`config.mk`:
```
export PLATFORM = sky130hd
export DESIGN_NAME = fetch_unit_flat
export DESIGN_NICKNAME = d
export VERILOG_FILES = /design/src/rtl/fetch_if.sv /design/src/rtl/fetch_unit.sv /design/src/flat_wrapper.sv
export SDC_FILE = /design/constraint.sdc
export NUM_CORES = 1
export LEC_CHECK = 0
export CORE_MARGIN = 5
export CORE_UTILIZATION = 58
export CTS_BUF_LIST = sky130_fd_sc_hd__clkbuf_4
export DETAILED_ROUTE_END_ITERATION = 10
export GPL_TIMING_DRIVEN = 1
export PLACE_DENSITY = 0.95
export SLEW_MARGIN = 40
export SYNTH_ARGS = -nofsm -noshare
export SYNTH_HDL_FRONTEND = slang
export SYNTH_SLANG_ARGS = --single-unit
export TNS_END_PERCENT = 5
```
`constraint.sdc`:
```
create_clock -name clk -period 5.31 [get_ports clk]
set_input_delay 1.3275 -clock clk [delete_from_list [all_inputs] [get_ports clk]]
set_output_delay 1.3275 -clock clk [all_outputs]
set_load 0.02 [all_outputs]
```
`src/rtl/fetch_if.sv`:
```
// Fetch-stage bus bundle: fetch control, instruction-memory read port and the
// valid/ready output register toward decode.
interface fetch_if #(
  parameter int ADDR_W  = 32,
  parameter int INSTR_W = 16
);
  logic               fetch_en;
  logic               redirect_valid;
  logic [ADDR_W-1:0]  redirect_pc;
  logic [ADDR_W-1:0]  imem_addr;
  logic [INSTR_W-1:0] imem_rdata;
  logic               out_valid;
  logic               out_ready;
  logic [INSTR_W-1:0] out_instr;
  logic [INSTR_W-1:0] out_imm;
  logic               out_long;
  logic [ADDR_W-1:0]  out_pc;
  logic [ADDR_W-1:0]  out_pc_next;

  // Fetch unit side
  modport master (
    input  fetch_en, redirect_valid, redirect_pc, imem_rdata, out_ready,
    output imem_addr, out_valid, out_instr, out_imm, out_long, out_pc, out_pc_next
  );

  // Environment side (control, memory, decode)
  modport slave (
    output fetch_en, redirect_valid, redirect_pc, imem_rdata, out_ready,
    input  imem_addr, out_valid, out_instr, out_imm, out_long, out_pc, out_pc_next
  );
endinterface

```
`src/rtl/fetch_unit.sv`:
```
// Instruction fetch stage: owns the PC, reads a combinational instruction
// memory, assembles short (one-word) and long (opcode + immediate) instructions
// and hands them to decode through a valid/ready output register.
module fetch_unit #(
  parameter int                ADDR_W   = 32,
  parameter int                INSTR_W  = 16,
  parameter logic [ADDR_W-1:0] RESET_PC = '0,
  parameter int                LONG_BIT = 15
) (
  input  logic     clk,
  input  logic     reset,
  fetch_if.master  bus
);

  localparam logic [0:0] ST_FIRST  = 1'b0;
  localparam logic [0:0] ST_SECOND = 1'b1;

  logic [ADDR_W-1:0]  r_pc;
  logic [0:0]         r_state;
  logic [INSTR_W-1:0] r_hold_word;
  logic [ADDR_W-1:0]  r_first_pc;
  logic               r_out_valid;
  logic [INSTR_W-1:0] r_out_instr;
  logic [INSTR_W-1:0] r_out_imm;
  logic               r_out_long;
  logic [ADDR_W-1:0]  r_out_pc;
  logic [ADDR_W-1:0]  r_out_pc_next;

  logic               w_can_load;
  logic               w_accepted;
  logic [ADDR_W-1:0]  w_pc_inc;

  assign w_can_load = !r_out_valid || bus.out_ready;
  assign w_accepted = r_out_valid && bus.out_ready;
  assign w_pc_inc   = r_pc + ADDR_W'(1);

  assign bus.imem_addr   = r_pc;
  assign bus.out_valid   = r_out_valid;
  assign bus.out_instr   = r_out_instr;
  assign bus.out_imm     = r_out_imm;
  assign bus.out_long    = r_out_long;
  assign bus.out_pc      = r_out_pc;
  assign bus.out_pc_next = r_out_pc_next;

  // PC, assembly state and output register: redirect beats load beats hold
  always_ff @(posedge clk or negedge reset) begin
    if (!reset) begin
      r_pc          <= RESET_PC;
      r_state       <= ST_FIRST;
      r_hold_word   <= '0;
      r_first_pc    <= '0;
      r_out_valid   <= 1'b0;
      r_out_instr   <= '0;
      r_out_imm     <= '0;
      r_out_long    <= 1'b0;
      r_out_pc      <= '0;
      r_out_pc_next <= '0;
    end else if (bus.redirect_valid) begin
      // Pending output and any half-assembled long instruction are dropped
      r_pc        <= bus.redirect_pc;
      r_state     <= ST_FIRST;
      r_hold_word <= '0;
      r_out_valid <= 1'b0;
    end else if (bus.fetch_en && w_can_load) begin
      if (r_state == ST_FIRST) begin
        if (!bus.imem_rdata[LONG_BIT]) begin
          r_out_instr   <= bus.imem_rdata;
          r_out_imm     <= '0;
          r_out_long    <= 1'b0;
          r_out_pc      <= r_pc;
          r_out_pc_next <= w_pc_inc;
          r_out_valid   <= 1'b1;
        end else begin
          // Opcode word of a long instruction: park it, fetch the immediate next
          r_hold_word <= bus.imem_rdata;
          r_first_pc  <= r_pc;
          r_state     <= ST_SECOND;
          r_out_valid <= 1'b0;
        end
        r_pc <= w_pc_inc;
      end else begin
        r_out_instr   <= r_hold_word;
        r_out_imm     <= bus.imem_rdata;
        r_out_long    <= 1'b1;
        r_out_pc      <= r_first_pc;
        r_out_pc_next <= r_first_pc + ADDR_W'(2);
        r_out_valid   <= 1'b1;
        r_pc          <= w_pc_inc;
        r_state       <= ST_FIRST;
      end
    end else if (w_accepted) begin
      r_out_valid <= 1'b0;
    end
  end

endmodule
```
`src/flat_wrapper.sv`:
```
// flat-port wrapper written by rule: the top's interface ports become plain ports
module fetch_unit_flat 
#(
  parameter int                ADDR_W   = 32,
  parameter int                INSTR_W  = 16,
  parameter logic [ADDR_W-1:0] RESET_PC = '0,
  parameter int                LONG_BIT = 15
)
  (clk, reset, bus_fetch_en, bus_redirect_valid, bus_redirect_pc, bus_imem_rdata, bus_out_ready, bus_imem_addr, bus_out_valid, bus_out_instr, bus_out_imm, bus_out_long, bus_out_pc, bus_out_pc_next);
  fetch_if #(.ADDR_W(ADDR_W), .INSTR_W(INSTR_W)) bus_i ();
  input  logic clk;
  input  logic reset;
  input wire logic [$bits(bus_i.fetch_en)-1:0] bus_fetch_en;
  input wire logic [$bits(bus_i.redirect_valid)-1:0] bus_redirect_valid;
  input wire logic [$bits(bus_i.redirect_pc)-1:0] bus_redirect_pc;
  input wire logic [$bits(bus_i.imem_rdata)-1:0] bus_imem_rdata;
  input wire logic [$bits(bus_i.out_ready)-1:0] bus_out_ready;
  output wire logic [$bits(bus_i.imem_addr)-1:0] bus_imem_addr;
  output wire logic [$bits(bus_i.out_valid)-1:0] bus_out_valid;
  output wire logic [$bits(bus_i.out_instr)-1:0] bus_out_instr;
  output wire logic [$bits(bus_i.out_imm)-1:0] bus_out_imm;
  output wire logic [$bits(bus_i.out_long)-1:0] bus_out_long;
  output wire logic [$bits(bus_i.out_pc)-1:0] bus_out_pc;
  output wire logic [$bits(bus_i.out_pc_next)-1:0] bus_out_pc_next;
  assign bus_i.fetch_en = bus_fetch_en;
  assign bus_i.redirect_valid = bus_redirect_valid;
  assign bus_i.redirect_pc = bus_redirect_pc;
  assign bus_i.imem_rdata = bus_imem_rdata;
  assign bus_i.out_ready = bus_out_ready;
  assign bus_imem_addr = bus_i.imem_addr;
  assign bus_out_valid = bus_i.out_valid;
  assign bus_out_instr = bus_i.out_instr;
  assign bus_out_imm = bus_i.out_imm;
  assign bus_out_long = bus_i.out_long;
  assign bus_out_pc = bus_i.out_pc;
  assign bus_out_pc_next = bus_i.out_pc_next;
  fetch_unit #(.ADDR_W(ADDR_W), .INSTR_W(INSTR_W), .RESET_PC(RESET_PC), .LONG_BIT(LONG_BIT)) u_core (.clk(clk), .reset(reset), .bus(bus_i));
endmodule
```
# Word-level counts from Yosys, hierarchy flattened
# Cells that the tools add are included.
[classes] n_addsub=2 n_eq_ne=2 mux=25 bitwise_logic=2 n_reduce_logical=10
[ops] operator="32-bit two-way mux" n=6
[ops] operator="16-bit two-way mux" n=8
[ops] operator="32-bit by 1-bit adder with 32-bit output, second input constant" n=1
[ops] operator="32-bit by 2-bit adder with 32-bit output, second input constant" n=1
[ops] operator="1-bit two-way mux" n=11
[ops] operator="3-bit AND reduction" n=2
[ops] operator="4-bit AND reduction" n=1
[ops] operator="2-bit nonzero test" n=2
[ops] operator="3-bit nonzero test" n=1
[ops] operator="1-bit logical AND" n=2
[ops] operator="2-bit by 1-bit != test with 1-bit output, second input constant" n=1
[ops] operator="2-bit != test, second input constant" n=1
[ops] operator="1-bit NOT" n=2
[ops] operator="1-bit zero test" n=1
[ops] operator="1-bit logical OR" n=1
[word_totals] register_bits=179 inputBits=53 output_inout_bits=130 elab_cells=51

# Depth between registers and ports, before layout
# Gate-level depths: netlist of run 1.
[depth] depth_word=5 depth_mapped=7 mapped_depth_nobuf=6

# Worst setup path before layout of run 1
# Ideal clock, no wire load.
[synth_timing] kind="in2reg" start="input bus_imem_rdata[15]" end="register u_core.r_first_pc[10]" setup_time_ns=0.125 arrival_time_ns=2.711 required_ns=5.185 setup_slack_ns=2.474 cell_stages=6 n_path_buf=1 path_cell_list="inv_2 nor2_1 nand2_1 nor2_1 buf_2 mux2_2"
[synth_between] elab_chain_cells=1
[synth_rtl] item="start, declared" line="flat_wrapper.sv:16" source="input wire logic [$bits(bus_i.imem_rdata)-1:0] bus_imem_rdata;"
[synth_rtl] item="4-bit AND reduction (no source line)"
[synth_rtl] item="end signal, assigned" line="fetch_unit.sv:76" source="r_first_pc <= r_pc;"
[synth_rtl] item="end, declared" line="fetch_unit.sv:21" source="logic [ADDR_W-1:0] r_first_pc;"
# No other way between the ends.
# A chain may end at the register's enable or synchronous reset.

# Worst setup path in the final report of run 1
[layout_timing] start="input bus_imem_rdata[15]" end="register u_core.r_first_pc[18]"
# Same word-level chain as after synthesis.

==> impl_metrics.toml, run 1 <==
[final_layout]
final_common_cell = "clkdlybuf4s50_1"
regArea_um2 = 4480
diodes = 0
drive_gt1_share_pct = 9.17
fin_nets = 1122
instances_no_fill = 1268
multi_input_area_um2 = 4210
fillers = 1003
layout_common_cells = "clkdlybuf4s50_1 (180), dfrtp_1 (179), nand2_1 (99)"
area_growth_pct = 24.7

[setup_path]
slowest_delay_ns = 0.61
slowest_stage = "clkdlybuf4s50_1"
crit_path_end = "u_core.r_first_pc[18]$_DFFE_PN0P_"
rrSetupSlack_ns = 2.42
cp-end-kind = "flip-flop"
worstPathRequired_ns = 5.79
cp.buffers_inverters = 3
timing.rr.end = "u_core.bus.imem_addr[26]$_DFFE_PN0P_"
cpLargestDelayFamily = "buffers and inverters"
critPathLaunchType = "input port"
crit_type = "input port to flip-flop"
path_depth = 7
reg2regPathDepth = 6
crit_arrival_ns = 3.91
crit_chain = "clkdlybuf4s50_1 > inv_2 > nor2_1 > nand2_1 > nor2_2 > buf_4 > mux2_2"
cp-startpoint = "bus_imem_rdata[15]"
r2r_start = "u_core.bus.imem_addr[0]$_DFFE_PN0P_"
cp_max_fo = 32

[synth]
syn_nets = 983
synthDistinctLibCells = 48
synth_ff_type = "dfrtp_1"
synth-async-reset-ratio_pct = 100
yosys_register_bits = 179
yosysWarnings = 0
ys_seq_area_share_pct = 49.9
synth_cells = 928
syn_area_per_cell_um2 = 9.68
synth_area_um2 = 8980
synth_edf_count = 0

[floorplanning]
pin_count = 183
die_h_um = 134
die_area_um2 = 18100
placementRows = 45
die_x_um = 134
core_um2 = 15200
start_util_pct = 59.1

[placed_design]
io_buffers = 182
gp_congestion = 0.952
placedCellCount = 1236
hpwl_um = 19200

[grt]
grt_max_degree = 66
grt_pass1_wl_um = 45100
first_global_vias = 8275
antenna_found_initial = 0
grtUsageTotal_pct = 31.6
grt_overflow = 0

[route]
antenna_left = 0
dr.pass1.iters = 6
drc = 0
routed_via_density = 6.78
wl_um = 28500
num_vias = 8596
drt_iter0_drc = 1298
wire_per_inst_um = 22.5

[clocking]
cts_setup_buffers = 0
cts_hold_buf = 0
cts_root_buffer = "clkbuf_4"
cts_buffers = 17
clock_sinks = 179
worstSkewPairLatency_ns = 0.59
ctsHtreeMaxLevel = 4
cts_tree = "yes"
path_clk_slew_ns = 0.14
clock_path_buffers = 2
cts_resized = 0

[run]
drv_cap = 0

[pwr]
power_density_nw_per_um2 = 337
total_power_uw = 3770
peakVddDrop_mv = 0.256
p_leak_uw = 0.00442

[timing]
finalSetupViolCount = 0
relSlewSlack_pct = 44.9
skew_ns = 0.0169
min_period_ns = 3.43
setup_tns_ns = 0
hold_viol_final = 0
final-max-slew-violation-count = 0
clock.fmax_mhz = 292
finalCritPeriodShare_pct = 64.6
rsz0062_at_grt = "false"
tightest_slew_ns = 0.824

[min_path]
hold_class = "flip-flop to flip-flop"
hold_path_depth = 1
worstHoldStart = "u_core.bus.out_long$_DFFE_PN0P_"

[outcome]
status = "finished, final reports clean"
## worst min path at each step
stage / endpoint
floorplan: u_core.r_hold_word[15]$_DFFE_PN0P_
global placement: u_core.bus.out_pc[0]$_DFFE_PN0P_
detailed placement: u_core.bus.out_long$_DFFE_PN0P_
global route: u_core.bus.out_long$_DFFE_PN0P_
finish: u_core.bus.out_long$_DFFE_PN0P_
CTS: u_core.bus.out_long$_DFFE_PN0P_
## synthesized netlist by cell type (all sizes together), types with 2 or more instances
| master | n | share of area (%) |
|---|---|---|
| nor4 | 19 | 1.4 |
| nand2 | 100 | 4.2 |
| a21o | 2 | 0.17 |
| a221o | 5 | 0.57 |
| nand4 | 28 | 2.1 |
| buf | 11 | 0.63 |
| xor2 | 38 | 3.7 |
| xnor2 | 41 | 4.0 |
| and3 | 11 | 0.77 |
| ha | 2 | 0.28 |
| or3 | 4 | 0.28 |
| nor2 | 29 | 1.2 |
| a21oi | 70 | 3.9 |
| mux2i | 9 | 1.0 |
| a22o | 15 | 1.5 |
| o22ai | 88 | 6.1 |
| nand3 | 47 | 2.6 |
| or4 | 3 | 0.29 |
| nor3 | 14 | 0.84 |
| nand2b | 8 | 0.56 |
| dfrtp | 179 | 50 |
| inv | 7 | 0.29 |
| and4 | 10 | 0.98 |
| a211oi | 4 | 0.33 |
| o21ai | 56 | 3.1 |
| o221ai | 5 | 0.49 |
| clkbuf | 69 | 2.9 |
| a221oi | 2 | 0.20 |
| and2 | 3 | 0.21 |
| a22oi | 11 | 0.92 |
| mux2 | 32 | 4.0 |
## worst reg2reg max path, cell delays in order, from the launching register on
cell     delay, ns
dfrtp_1       0.58
ha_1          0.40
and4_1        0.35
nand4_1       0.59
nor4_1        0.58
xnor2_1       0.17
o21ai_0       0.09
## routing by layer
metal  track usage (%)  share of wire, %  vias to the layer above
met1              42.5                38                     4059
li1                  -                 -                     3691
met4              13.5               4.1                        0
met2              48.6                46                      720
met3              8.55                12                      126
met5                 0                 0                        -
## where the power goes
| part | switching (µW) | internal, µW | leakage (µW) |
|---|---|---|---|
| Sequential | 318 | 1590 | 0.00226 |
| Combinational | 588 | 574 | 0.00204 |
| Clock | 505 | 195 | 0.000120 |
## layout make-up
class	instances	area share (%)
Tap cell	188	2.10
Sequential cell	179	40.0
Multi-Input combinational cell	662	37.6
Clock buffer	18	1.21
Inverter	7	0.235
Timing Repair Buffer	200	17.9
Clock inverter	14	0.927
## kinds of logic (layout without fill, tap and decap cells)
kind of cell,after synthesis,after routing,share of synthesized area [%]
and+or+nand+nor,277,277,15.5
muxes,41,41,5.02
DFF,179,179,49.9
AOI/OAI and AO/OA,263,263,17.8
adders and majority gates,2,2,0.279
xor gates and xnor gates,79,79,7.71
buffers and inverters,87,239,3.83
## registers in the layout, indices dropped and copies added (netlist names)
name and count:
u_core.bus.imem_addr 32, u_core.bus.out_imm 16, u_core.bus.out_instr 16, u_core.bus.out_long 1, u_core.bus.out_pc 32, u_core.bus.out_pc_next 32
u_core.bus.out_valid 1, u_core.r_first_pc 32, u_core.r_hold_word 16, u_core.r_state 1
## through the flow
| stage | worst slack [ns] | hold slack [ns] | area, µm² | utilization (%) |
|---|---|---|---|---|
| 2_1_floorplan | 2.47 | 0.478 | 8980 | - |
| 3_3_place_gp | 1.23 | 0.465 | 10900 | 71.5 |
| 3_5_place_dp | 1.33 | 0.472 | 11000 | 72.1 |
| 4_1_cts | 1.97 | 0.507 | 11200 | 73.7 |
| 5_1_grt | 1.83 | 0.523 | 11200 | 73.7 |
| 6_report | 1.88 | 0.504 | 11200 | 73.7 |
(Power assumes the default switching activity.)
==> run 2: changes to the inputs <==
CORE_UTILIZATION = 48   (was 58)
PLACE_DENSITY = 0.88   (was 0.95)
clock period = 2.7 ns   (was 5.31 ns; I/O delays follow)
==> run 2 against run 1 <==
Global-route usage shrank 4.3 points. Count of clock-buffer cells in the layout is the same. Sequential power rose by 95%. Critical path type is now flip-flop to output pin. Flip-flop and latch count unchanged. First-iteration DRC count shrank 12%. Non-clock buffer count is 34 higher. Largest power group unchanged. Utilization shrank 11 points. Sequential share of layout area fell by 1.3 points. Largest cell class unchanged. Via count is essentially flat. Cell area up 3.3%. Hold slack got worse by 0.076 ns. Clock power rose by 150%.
==> impl_metrics.toml, run 2 (synthesis gave the netlist of run 1 again) <==
[outcome]
status = "finished, final reports clean"

[timing]
finalSetupViolCount = 0
hold_viol_final = 0
finalHoldWorstSlack_ns = 0.427
relSlewSlack_pct = 45.6
finalCritPeriodShare_pct = 97.4
clock.fmax_mhz = 380
final-max-slew-violation-count = 0
min_period_ns = 2.63
setup_tns_ns = 0
rsz0062_at_grt = "false"
skew_ns = 0.0262
final.setup.worst_slack_ns = 0.0708
tightest_slew_ns = 0.809

[setup_path]
worstPathRequired_ns = 2.03
crit_arrival_ns = 1.95
slowest_stage = "clkdlybuf4s50_1"
critPathLaunchType = "flip-flop"
cp.buffers_inverters = 1
cpLargestDelayFamily = "buffers and inverters"
cp-end-kind = "output pin"
slowest_delay_ns = 0.71
crit_type = "flip-flop to output pin"
crit_chain = "clkdlybuf4s50_1"
cp_max_fo = 11

[route]
routed_via_density = 6.37
wire_per_inst_um = 22.0
wl_um = 29600
drt_iter0_drc = 1137
num_vias = 8590
drc = 0
dr.pass1.iters = 5
antenna_left = 0

[placed_design]
hpwl_um = 20700
gp_congestion = 0.929
place_ws_ns = -0.0888
io_buffers = 182

[floorplanning]
start_util_pct = 48.3
die_h_um = 147
placementRows = 50
die_area_um2 = 21500
core_um2 = 18600
die_x_um = 147
pin_count = 183

[grt]
grt_max_degree = 64
grt_pass1_wl_um = 47000
grtUsageTotal_pct = 27.3
grt_overflow = 0
first_global_vias = 8411
antenna_found_initial = 2

[final_layout]
drive_gt1_share_pct = 11.8
layout_common_cells = "clkdlybuf4s50_1 (180), dfrtp_1 (177), nand2_1 (99)"
final_common_cell = "clkdlybuf4s50_1"
fin_util_pct = 62.3
fin_nets = 1156
diodes = 0
area_growth_pct = 28.9

[pwr]
pwr-share-seq_pct = 47.9
peakVddDrop_mv = 0.350
combPwrFrac_pct = 30.0
power_density_nw_per_um2 = 674
intPower_uw = 4980
clkPwrFrac_pct = 22.1
power_switching_uw = 2820
p_sw_share_pct = 36.1
p_leak_uw = 0.00461

[run]
drv_cap = 0

[clocking]
clock_sinks = 179
cts_root_buffer = "clkbuf_4"
cts_buffers = 17
cts_setup_buffers = 0
cts_tree = "yes"
worstSkewPairLatency_ns = 0.63
path_clk_slew_ns = 0.17
ctsHtreeMaxLevel = 4
clock_path_buffers = 2

[min_path]
hold_class = "input port to async pin"
-- run 2: worst paths after layout --
path / start / endpoint / slack, ns / cells after the start
max in group asynchronous: reset / u_core.r_hold_word[10]$_DFFE_PN0P_ / 1.47 / 3
min in group clk: bus_redirect_valid / u_core.bus.out_valid$_DFFE_PN0P_ / 0.43 / 2
max reg2reg: u_core.bus.imem_addr[0]$_DFFE_PN0P_ / u_core.bus.out_pc_next[30]$_DFFE_PN0P_ / 0.33 / 6
min: reset / u_core.bus.imem_addr[27]$_DFFE_PN0P_ / 0.43 / 2
min reg2reg: u_core.bus.out_long$_DFFE_PN0P_ / u_core.bus.out_long$_DFFE_PN0P_ / 0.51 / 1
max: u_core.bus.imem_addr[6]$_DFFE_PN0P_ / bus_imem_addr[6] / 0.07 / 1
-- run 2: layer usage --
| metal | GRT usage, % | wire length (µm) |
|---|---|---|
| met4 | 12.4 | 1330 |
| met1 | 36.5 | 11400 |
| met2 | 41.7 | 13400 |
| met5 | 0 | 26 |
| met3 | 7.65 | 3450 |
-- run 2: stage by stage --
stage	total power, µW	cell area, µm²	instances
final	7800	11600	1348
after global routing	8140	11600	1348
after CTS	7790	11600	1348
after detailed placement	6090	11200	1315
after global placement	6000	11200	1315
after floorplan	4850	8980	928
-- run 2: cell type report --
type,instances,area (µm²)
Timing Repair Buffer,234,2260
Clock inverter,14,190
Sequential cell,179,4480
Fill cell,1463,7010
Clock buffer,18,135
Multi-Input combinational cell,662,4180
Inverter,7,26.3
Tap cell,234,293
-- run 2: repair_timing --
| item | in CTS | in global routing |
|---|---|---|
| endpoints found under the setup margin | 0 | 2 |
| hold buffers | 1 | 0 |
| hold endpoints to repair | 15 | 0 |
| resized for setup | 0 | 2 |
-- run 2: power groups by stage --
stage / combinational, µW / sequential [µW] / clock, µW
floorplan: 905 / 3940 / 0
global placement: 2270 / 3730 / 0
detailed placement: 2340 / 3750 / 0
CTS: 2350 / 3700 / 1730
global route: 2500 / 3790 / 1850
finish: 2340 / 3730 / 1730
==> run 3: changes to the inputs <==
ABC_AREA = 1   (was default)
MAX_ROUTING_LAYER = met4   (was default)
PLACE_DENSITY = 0.89   (was 0.88)
==> run 3 against run 2 <==
The run now ends with hold timing left. Combinational power is 18% higher. Critical path depth stayed put. Via count is 1.6% lower. Area after synthesis is 1.6% lower. Register-to-register slack better by 0.17 ns. Cell count is 14% higher. Sequential power hardly changed. Largest cell class unchanged. Highest routed layer is now met4.
==> impl_metrics.toml, run 3 <==
[timing]
rsz0062_at_grt = "false"
tightest_slew_ns = 0.566
min_period_ns = 2.55
final-max-slew-violation-count = 0
clock.fmax_mhz = 392
skew_ns = 0.0235
hold_viol_final = 3
finalHoldWorstSlack_ns = -0.00425
finalCritPeriodShare_pct = 94.5
setup_tns_ns = 0
relSlewSlack_pct = 62.3
finalSetupViolCount = 0

[clocking]
cts_tree = "yes"
clock_sinks = 179
cts_resized = 0
cts_setup_buffers = 0
clock_path_buffers = 2
cts_root_buffer = "clkbuf_4"
worstSkewPairLatency_ns = 0.60
cts_hold_buf = 0
path_clk_slew_ns = 0.16
ctsHtreeMaxLevel = 4
cts_buffers = 17

[route]
dr.pass1.iters = 5
wire_per_inst_um = 17.7
drt_iter0_drc = 991
drc = 0
routed_via_density = 5.48
wl_um = 27300
antenna_left = 0
num_vias = 8449

[synth]
syn_nets = 1178
synth_cells = 1123
synth_ff_type = "dfrtp_1"
synthDistinctLibCells = 36
synth-async-reset-ratio_pct = 100
ys_top_cells_by_area = "dfrtp_1 (51%), nand2_1 (15%), o21ai_0 (5.7%), nor2_1 (4.7%), nand3_1 (4.6%)"
synth_area_um2 = 8840
yosys.area.top_type = "dfrtp_1"
syn_area_per_cell_um2 = 7.87
yosys_register_bits = 179
ys_seq_area_share_pct = 50.7
yosysWarnings = 0
yosysMostFrequentCell = "nand2_1"
synth_edf_count = 0
synth_commonest_cells = "nand2_1 (354), dfrtp_1 (179), nor2_1 (110)"
synth_top_area_share_pct = 50.7

[grt]
first_global_vias = 8060
grt_max_degree = 56
grtUsageTotal_pct = 26.4
antenna_found_initial = 1
grt_pass1_wl_um = 43800
grt_overflow = 0

[final_layout]
drive_gt1_share_pct = 5.94
multi_input_area_um2 = 3750
final_common_cell = "nand2_1"
fin_util_pct = 62.5
layout_common_cells = "nand2_1 (354), clkdlybuf4s50_1 (181), dfrtp_1 (179)"
fin_nets = 1355
regArea_um2 = 4480
area_growth_pct = 27.5
fillers = 1534

[floorplanning]
die_x_um = 146
start_util_pct = 49.0
core_um2 = 18000
die_area_um2 = 21200
placementRows = 49
pin_count = 183
die_h_um = 146

[setup_path]
crit_type = "flip-flop to output pin"
reg2regPathDepth = 8
cp-end-kind = "output pin"
crit_arrival_ns = 1.88
cp_max_fo = 7
slowest_stage = "clkdlybuf4s50_1"
path_depth = 1
worstPathRequired_ns = 2.03
crit_chain = "clkdlybuf4s50_1"
cp.buffers_inverters = 1
rrSetupSlack_ns = 0.50
cpLargestDelayFamily = "buffers and inverters"
slowest_delay_ns = 0.68
critPathLaunchType = "flip-flop"

[placed_design]
gp_congestion = 0.973
hpwl_um = 20700
io_buffers = 182

[pwr]
power_density_nw_per_um2 = 723
total_power_uw = 8140
p_leak_uw = 0.00509
peakVddDrop_mv = 0.410

[min_path]
hold_class = "input port to async pin"

[outcome]
violations = "hold timing"
status = "complete, but fails checks"

[run]
drv_cap = 0
## run 3: kinds of logic (layout without fill, tap and decap cells)
family	after synthesis	in the layout	synth area share, %
compound gates	205	205	14.0
xor+xnor	22	22	2.18
fa+ha+maj	2	2	0.283
buf+inv	148	338	6.94
flops	179	179	50.7
other cells	0	1	0
simple gates	567	567	25.9
## run 3: report_power, final
group,switching (µW),internal (µW)
Combinational,1510,1250
Sequential,524,3230
Clock,1040,593
Total,3070,5070
## run 3: layer usage
layer / global-route usage [%] / part of all wire, % / routed length (µm) / up-vias
met2: 39.9 / 47 / 12800 / 405
met4: 7.42 / 2.0 / 546 / 0
li1: - / - / - / 4018
met5: - / 0 / 0 / -
met1: 36.3 / 43 / 11700 / 3985
met3: 5.54 / 8.7 / 2380 / 41
## run 3: final timing paths
| check | from | endpoint |
|---|---|---|
| max reg2reg | u_core.bus.imem_addr[1]$_DFFE_PN0P_ | u_core.bus.out_pc_next[16]$_DFFE_PN0P_ |
| max | u_core.bus.imem_addr[16]$_DFFE_PN0P_ | bus_imem_addr[16] |
| min | reset | u_core.bus.out_pc[5]$_DFFE_PN0P_ |
| min reg2reg | u_core.bus.out_imm[6]$_DFFE_PN0P_ | u_core.bus.out_imm[6]$_DFFE_PN0P_ |
| max in group asynchronous | reset | u_core.r_hold_word[11]$_DFFE_PN0P_ |
| min in group clk | u_core.bus.out_imm[6]$_DFFE_PN0P_ | u_core.bus.out_imm[6]$_DFFE_PN0P_ |
## run 3: stage by stage
step,area [µm²],instances,setup slack (ns)
after floorplan,8840,1123,0.890
after global placement,11000,1510,0.279
after detailed placement,11000,1510,0.187
after CTS,11300,1542,0.141
after global routing,11300,1543,0.0976
final,11300,1543,0.149
## run 3: layout make-up
class                      count  share of cell area [%]
antenna                        1                  0.0222
sequential                   179                    39.7
inverter                     100                    3.33
timing repair buffer         206                    18.3
multi-input combinational    796                    33.3
clock inverter                15                    1.62
tap                          229                    2.54
clock buffer                  17                    1.13
